===== src/rtl/rect_fill_engine.sv =====
// Rectangle-fill sequencer: walks an inclusive rectangle in row-major order and
// issues one video RAM write per pixel through a request/grant port.
module rect_fill_engine #(
    parameter int H_RES   = 80,
    parameter int V_RES   = 60,
    parameter int COLOR_W = 3,
    parameter int ADDR_W  = 13
) (
    input  logic               Clock,
    input  logic               Reset,
    input  logic               iStart,
    input  logic               iAbort,
    input  logic [15:0]        iX0,
    input  logic [15:0]        iY0,
    input  logic [15:0]        iX1,
    input  logic [15:0]        iY1,
    input  logic [COLOR_W-1:0] iColor,
    output logic               oBusy,
    output logic               oDone,
    output logic               oError,
    output logic               oWriteReq,
    input  logic               iWriteGrant,
    output logic [ADDR_W-1:0]  oWriteAddress,
    output logic [COLOR_W-1:0] oWriteData
);

    typedef enum logic [1:0] {
        S_IDLE = 2'd0,
        S_LOAD = 2'd1,
        S_FILL = 2'd2,
        S_DONE = 2'd3
    } state_t;

    localparam logic [15:0]       H_RES_16 = 16'(H_RES);
    localparam logic [15:0]       V_RES_16 = 16'(V_RES);
    localparam logic [ADDR_W-1:0] H_RES_A  = ADDR_W'(H_RES);

    state_t               state_q, state_d;
    logic [15:0]          x0_q, x0_d, y0_q, y0_d, x1_q, x1_d, y1_q, y1_d;
    logic [15:0]          x_q, x_d, y_q, y_d;
    logic [ADDR_W-1:0]    row_base_q, row_base_d;
    logic [COLOR_W-1:0]   color_q, color_d;
    logic                 err_q, err_d;
    logic                 cmd_bad_s;
    logic                 last_pixel_s;

    assign cmd_bad_s    = (x0_q > x1_q) || (y0_q > y1_q) ||
                          (x1_q >= H_RES_16) || (y1_q >= V_RES_16);
    assign last_pixel_s = (x_q == x1_q) && (y_q == y1_q);

    // State register and command/walk registers.
    always_ff @(posedge Clock or negedge Reset) begin
        if (!Reset) begin
            state_q    <= S_IDLE;
            x0_q       <= 16'd0;
            y0_q       <= 16'd0;
            x1_q       <= 16'd0;
            y1_q       <= 16'd0;
            x_q        <= 16'd0;
            y_q        <= 16'd0;
            row_base_q <= '0;
            color_q    <= '0;
            err_q      <= 1'b0;
        end else begin
            state_q    <= state_d;
            x0_q       <= x0_d;
            y0_q       <= y0_d;
            x1_q       <= x1_d;
            y1_q       <= y1_d;
            x_q        <= x_d;
            y_q        <= y_d;
            row_base_q <= row_base_d;
            color_q    <= color_d;
            err_q      <= err_d;
        end
    end

    // Next-state logic: command latch, validation and pixel walk.
    always_comb begin
        state_d    = state_q;
        x0_d       = x0_q;
        y0_d       = y0_q;
        x1_d       = x1_q;
        y1_d       = y1_q;
        x_d        = x_q;
        y_d        = y_q;
        row_base_d = row_base_q;
        color_d    = color_q;
        err_d      = err_q;
        case (state_q)
            S_IDLE: begin
                if (iStart) begin
                    x0_d    = iX0;
                    y0_d    = iY0;
                    x1_d    = iX1;
                    y1_d    = iY1;
                    color_d = iColor;
                    err_d   = 1'b0;
                    state_d = S_LOAD;
                end else begin
                    state_d = S_IDLE;
                end
            end
            S_LOAD: begin
                // A rejected command reports its error even if aborted at the same time.
                if (cmd_bad_s) begin
                    err_d   = 1'b1;
                    state_d = S_DONE;
                end else if (iAbort) begin
                    state_d = S_DONE;
                end else begin
                    row_base_d = ADDR_W'(y0_q) * H_RES_A;
                    x_d        = x0_q;
                    y_d        = y0_q;
                    state_d    = S_FILL;
                end
            end
            S_FILL: begin
                if (iWriteGrant) begin
                    if (x_q < x1_q) begin
                        x_d = x_q + 16'd1;
                    end else if (y_q < y1_q) begin
                        x_d        = x0_q;
                        y_d        = y_q + 16'd1;
                        row_base_d = row_base_q + H_RES_A;
                    end else begin
                        x_d = x_q;
                    end
                end else begin
                    x_d = x_q;
                end
                // A grant in the abort cycle still counts as a completed write.
                if (iAbort || (iWriteGrant && last_pixel_s)) begin
                    state_d = S_DONE;
                end else begin
                    state_d = S_FILL;
                end
            end
            S_DONE: begin
                state_d = S_IDLE;
            end
            default: begin
                state_d = S_IDLE;
            end
        endcase
    end

    assign oBusy         = (state_q != S_IDLE);
    assign oDone         = (state_q == S_DONE);
    assign oError        = (state_q == S_DONE) && err_q;
    assign oWriteReq     = (state_q == S_FILL);
    assign oWriteAddress = row_base_q + ADDR_W'(x_q);
    assign oWriteData    = color_q;

endmodule


===== config.mk =====
export PLATFORM = sky130hd
export DESIGN_NAME = rect_fill_engine
export DESIGN_NICKNAME = d
export VERILOG_FILES = /design/src/rtl/rect_fill_engine.sv
export SDC_FILE = /design/constraint.sdc
export NUM_CORES = 1
export LEC_CHECK = 0
export ABC_AREA = 1
export CAP_MARGIN = 20
export CORE_MARGIN = 2
export CORE_UTILIZATION = 57
export DETAILED_ROUTE_END_ITERATION = 8
export GPL_TIMING_DRIVEN = 0
export PLACE_DENSITY = 0.82
export SYNTH_ARGS = -nofsm -noshare
export SYNTH_HDL_FRONTEND = slang
export SYNTH_SLANG_ARGS = --single-unit

===== constraint.sdc =====
create_clock -name Clock -period 2.3 [get_ports Clock]
set_input_delay 0.23 -clock Clock [delete_from_list [all_inputs] [get_ports Clock]]
set_output_delay 0.23 -clock Clock [all_outputs]
set_load 0.02 [all_outputs]

==> reports/results.ini, run 1 <==
[logic_synthesis]
synth_ff_type=dfrtp_1
ys_ff_latch=111
yosysWarnings=0
syn_inst=1005
syn-num-nets=1168
yosys.area.top_type=dfrtp_1
netlist_area_um2=7900
yosys-top-cells-count=nand2_1 (273), dfrtp_1 (111), inv_1 (103)
synth-async-reset-ratio_pct=100
synth-edff-count=0
synth_cell_types=39
synth.area.top_cells=dfrtp_1 (35%), ha_1 (14%), nand2_1 (13%)
syn-mean-instance-area_um2=7.86
yosysTopAreaCellShare_pct=35.2
yosysSeqAreaShare_pct=35.2
synth.most_common_cell=nand2_1

[pwr]
power.leakage_nw=4.93
pwr-share-clk_pct=10.1
power_density_nw_per_um2=1620
comb_power_share_pct=63.8
p_int_mw=7.99
swShare_pct=49.0
total_power_mw=15.7
pwr-share-seq_pct=26.0
ir_drop_v=0.000740
power_switching_mw=7.67

[timing]
clock_skew_ns=0.0114
hold_viol_final=0
fin_ws_ns=-0.0768
slew_headroom_pct=54.6
fmax_mhz=421
finalCritPeriodShare_pct=103
finalSetupViolations=2
fin_crit_ns=2.38
slew_violations=0
tightest_slew_ns=0.681
rsz0062_at_grt=yes

[final_layout]
drive_above_1_share_pct=13.3
regArea_um2=2790
n_antenna_cell=0
fin_util_pct=70.4
area_growth_pct=22.3
multi_input_area_um2=4610
nets=1297
n_fill_cell=1081

[detailed_routing]
drt_iter0_drc=579
drc=0
drtAntennaViolNets=0
vias=7386
dr.pass1.iters=5
via_per_inst=5.61
wl_mm=21.2
wire_per_inst_um=16.1

[critical_path]
r2r_slack_ns=0.05
crit_fanout=3
start_kind=register
cp_cell_sequence=ha_4 -> a21o_1 -> a21o_1 -> nand2_1 -> nand2_2 -> a21oi_4 -> nor2_1 -> nor2_1 -> xnor2_1 -> buf_4
r2r-start=y0_q[1]
worst_ep_required_time_ns=2.07
r2r_end=row_base_q[11]
slowest_stage=dfrtp_1
setup.worst_path.end_class=output pin
worstSetupPathType=reg -> out
cp-startpoint=row_base_q[5]
crit_arrival_ns=2.15
reg2reg_depth=10
cpPeakStageDelay_ns=0.42

[floorplan]
die_area_um2=14800
fp.coreArea_um2=13700
start_util_pct=57.6
rows=43
io_pins=92
fp.dieH_um=122
die_x_um=122

[worst_hold_path]
min_path_type=in -> async

[placement]
place_congestion=0.943
numPortBuffers=91
post-place-ws_ns=-0.419
dpl.hpwl_mm=16.2

[run_status]
status=complete, but fails checks
violations=negative setup slack

[global_routing]
grt_antenna_before_repair=0
grt_pass1_vias=6862
grt.overflow.total=0
grt_first_pass_wirelength_mm=34.2
grt_max_degree=73
grt_usage_pct=29.8

[clock_network]
h-tree-depth=3
clkSlewWorstSetupHoldPaths_ns=0.07
cts_tree=done
clock_latency_ns=0.36
cts_buffers=9
cts.sinks=111
clk_path_buf_depth=2
cts_root_buf=clkbuf_16

[run]
cap_violations=0

## sequential cells by signal, summed over array words and instances, names as in the netlist
signal,flops
x1_q,16
x_q,16
err_q,1
oWriteData,3
y0_q,16
y1_q,16
state_q,2
row_base_q,9
y_q,16
x0_q,16
## cells in the final DEF, fill, tap and decap left out, drive strengths merged, types with 2 or more instances in the layout
cell / instances
xnor2: 11
o211ai: 2
ha: 90
a31oi: 3
nor4: 3
buf: 53
nor3: 14
clkdlybuf4s50: 83
nand2: 277
o22ai: 2
inv: 109
o21ai: 32
nand4: 60
mux2: 31
a21o: 5
o21bai: 2
dfrtp: 111
or2: 4
nand3: 37
nor2: 80
a21oi: 70
clkbuf: 29
xor2: 20
## worst max path at each step
| stage | cells after the start | end |
|---|---|---|
| after floorplan | 9 | oWriteAddress[10] |
| after global placement | 1 | row_base_q[11] |
| after detailed placement | 10 | oWriteAddress[10] |
| after CTS | 10 | oWriteAddress[10] |
| after global routing | 10 | oWriteAddress[10] |
| final | 10 | oWriteAddress[10] |
## repair_timing
action	CTS	global route
endpoints found under the hold margin	39	0
pin swaps	7	9
cloned	0	0
resized for setup	35	45
setup endpoints to repair	38	47
setup buffers	7	18
hold buffers	1	0
## metal layers
| metal | track usage, % | wire [µm] |
|---|---|---|
| met3 | 4.31 | 1710 |
| met2 | 46.5 | 9580 |
| met5 | 0 | 0 |
| met1 | 42.4 | 9390 |
| met4 | 11.4 | 537 |
## through the flow
stage	instances	TNS [ns]	instance area, µm²	hold slack, ns
finish	1317	-0.0878	9660	0.404
CTS	1299	-0.104	9450	0.414
global route	1317	-0.443	9660	0.463
floorplan	1005	0	7900	-0.0656
detailed placement	1277	-2.20	9060	0.257
global placement	1276	-356.00	9030	0.489
## cell type report
type                       instances  share of cell area, %
timing repair buffer             118                   11.5
clock buffer                      10                   2.37
sequential                       111                   28.9
tap                              180                   2.33
inverter                         107                   4.21
buffer                            40                   2.32
clock inverter                     4                  0.570
multi-input combinational        747                   47.7
## power by group through the flow
stage / clock network (mW) / logic [mW] / registers (mW)
floorplan: 0 / 6.73 / 3.66
global placement: 0 / 8.84 / 4.04
detailed placement: 0 / 9.19 / 4.07
CTS: 1.58 / 9.38 / 4.03
global route: 1.67 / 11.1 / 4.18
finish: 1.59 / 10.0 / 4.08
## logic make-up after synthesis
kind of cell	after synthesis	synth area share, %
xor+xnor	31	3.44
flops	111	35.2
fa+ha+maj	91	14.5
simple gates	476	26.7
mux	31	4.42
buf+inv	147	7.72
compound gates	118	8.05
## worst max-delay path, delay by kind of cell (launching register included)
family                     cells  cell delay, ns
AOI/OAI and AO/OA              3            0.51
buffers and inverters          1            0.16
DFF                            1            0.42
and+or+nand+nor                4            0.32
xor gates and xnor gates       1            0.13
adders and majority gates      1            0.26
(Power assumes the default switching activity.)
==> run 2: changes to the inputs <==
Clock period 2.3 ns to 2.7 ns, I/O delays scaled along.
==> reports/results.ini, run 2 (synthesized netlist as in run 1, its figures left out) <==
[critical_path]
crit_arrival_ns=2.27
worst_ep_required_time_ns=2.43
cp.buffers_inverters=1
cp.depth=10
reg2reg_depth=14
start_kind=register
setup.worst_path.end_class=output pin
crit_fanout=3
r2r_slack_ns=0.29
slowest_stage=dfrtp_2
cpPeakStageDelay_ns=0.42
setup.worst_path.end=oWriteAddress[10]
r2r_end=x_q[4]
worstSetupPathType=reg -> out
r2r-start=y1_q[7]
cp-startpoint=x_q[5]
path_delay_family=compound AO/OA/AOI/OAI gates
cp_cell_sequence=ha_1 -> a21o_1 -> a21o_1 -> nand2_1 -> nand2_1 -> a21oi_2 -> nor2_1 -> nor2_1 -> xnor2_1 -> buf_4

[final_layout]
n_fill_cell=1133
nets=1273
fin_util_pct=68.2
final_cell_mix=nand2_1 (273), dfrtp_1 (109), inv_1 (103)
area_growth_pct=18.5
drive_above_1_share_pct=8.09
final_cell_count_no_fill=1293
final_common_cell=nand2_1
n_antenna_cell=0

[run]
cap_violations=0

[worst_hold_path]
min_path_type=in -> async

[placement]
place_congestion=0.943
numPortBuffers=91
dp.cells=1277
dpl.hpwl_mm=16.2

[global_routing]
grt_use_met1_pct=42.2
grt_usage_pct=29.4
grt.overflow.total=0
grt_util_met2_pct=45.5
grt_use_met3_pct=4.40
grt_antenna_before_repair=0
grt_first_pass_wirelength_mm=33.8
busiest_layer=met2
grt_max_degree=73
grt_pass1_vias=6779

[detailed_routing]
drc=0
via_per_inst=5.57
drtAntennaViolNets=0
vias=7207
drt_iter0_drc=574
wire_per_inst_um=15.9
wl_mm=20.6
dr.pass1.iters=6

[floorplan]
fp.dieH_um=122
io_pins=92
die_area_um2=14800
rows=43
fp.coreArea_um2=13700
die_x_um=122
start_util_pct=57.6

[pwr]
total_power_mw=12.7
power_density_nw_per_um2=1360
ir_drop_v=0.000611
power.leakage_nw=4.80

[timing]
slew_violations=0
rsz0062_at_grt=yes
fmax_mhz=394
slew_headroom_pct=54.0
clock_skew_ns=0.00927
tightest_slew_ns=0.690
fin_crit_ns=2.54
hold_viol_final=0
hold_slack_ns=0.438
finalSetupViolations=0
finalCritPeriodShare_pct=93.9
setup_tns_ns=0

[clock_network]
cts.sinks=111
cts_tree=done
clk_path_buf_depth=2
cts_buffers=9
clkSlewWorstSetupHoldPaths_ns=0.07
cts_root_buf=clkbuf_16
h-tree-depth=3
clock_latency_ns=0.36

[run_status]
status=finished, final reports clean

-- run 2: changes by cell type in the layout (fill, tap and decap cells not counted), sizes merged --
cell | previous run | this run
buf | 53 | 29
clkbuf | 29 | 26
clkdlybuf4s15 | 0 | 1
clkdlybuf4s50 | 83 | 85
dlygate4sd2 | 1 | 2
dlymetal6s2s | 1 | 0
-- run 2: layer usage --
metal | share of wire, % | routed length, µm | up-vias
met3 | 8.4 | 1730 | 37
met5 | 0 | 0 | -
li1 | - | - | 3542
met2 | 45 | 9230 | 320
met1 | 44 | 9150 | 3308
met4 | 2.4 | 503 | 0
-- run 2: worst min-delay path by stage --
stage / start / endpoint / slack (ns)
floorplan: Reset / err_q / -0.03
global placement: oWriteData[0] / oWriteData[0] / 0.49
detailed placement: Reset / x1_q[1] / 0.30
CTS: Reset / x1_q[1] / 0.45
global route: iX1[2] / x1_q[2] / 0.50
finish: Reset / oWriteData[2] / 0.44
-- run 2: layout make-up --
class                      count  area, µm²  area share, %
buffer                        40        205           2.19
clock buffer                  10        229           2.45
clock inverter                 4       55.1          0.588
inverter                     107        404           4.32
multi-input combinational    747       4510           48.2
sequential                   111       2780           29.7
tap                          180        225           2.41
timing repair buffer          94        945           10.1
-- run 2: through the flow --
stage               instance area [µm²]  worst slack (ns)
finish                             9360             0.164
global route                       9360          -0.00528
CTS                                9350            -0.153
detailed placement                 9060           -0.0588
global placement                   9030             -2.84
floorplan                          7900             0.604
-- run 2: what timing repair did --
action,CTS,global route
resized for setup,9,8
buffers inserted,0,1
endpoints found under the setup margin,5,4
hold buffers,1,0
hold endpoints to repair,39,0
-- run 2: report_power, final --
group	total, mW	switching [mW]	internal [mW]
logic	7.89	4.69	3.20
registers	3.47	0.978	2.49
clock network	1.35	0.630	0.718
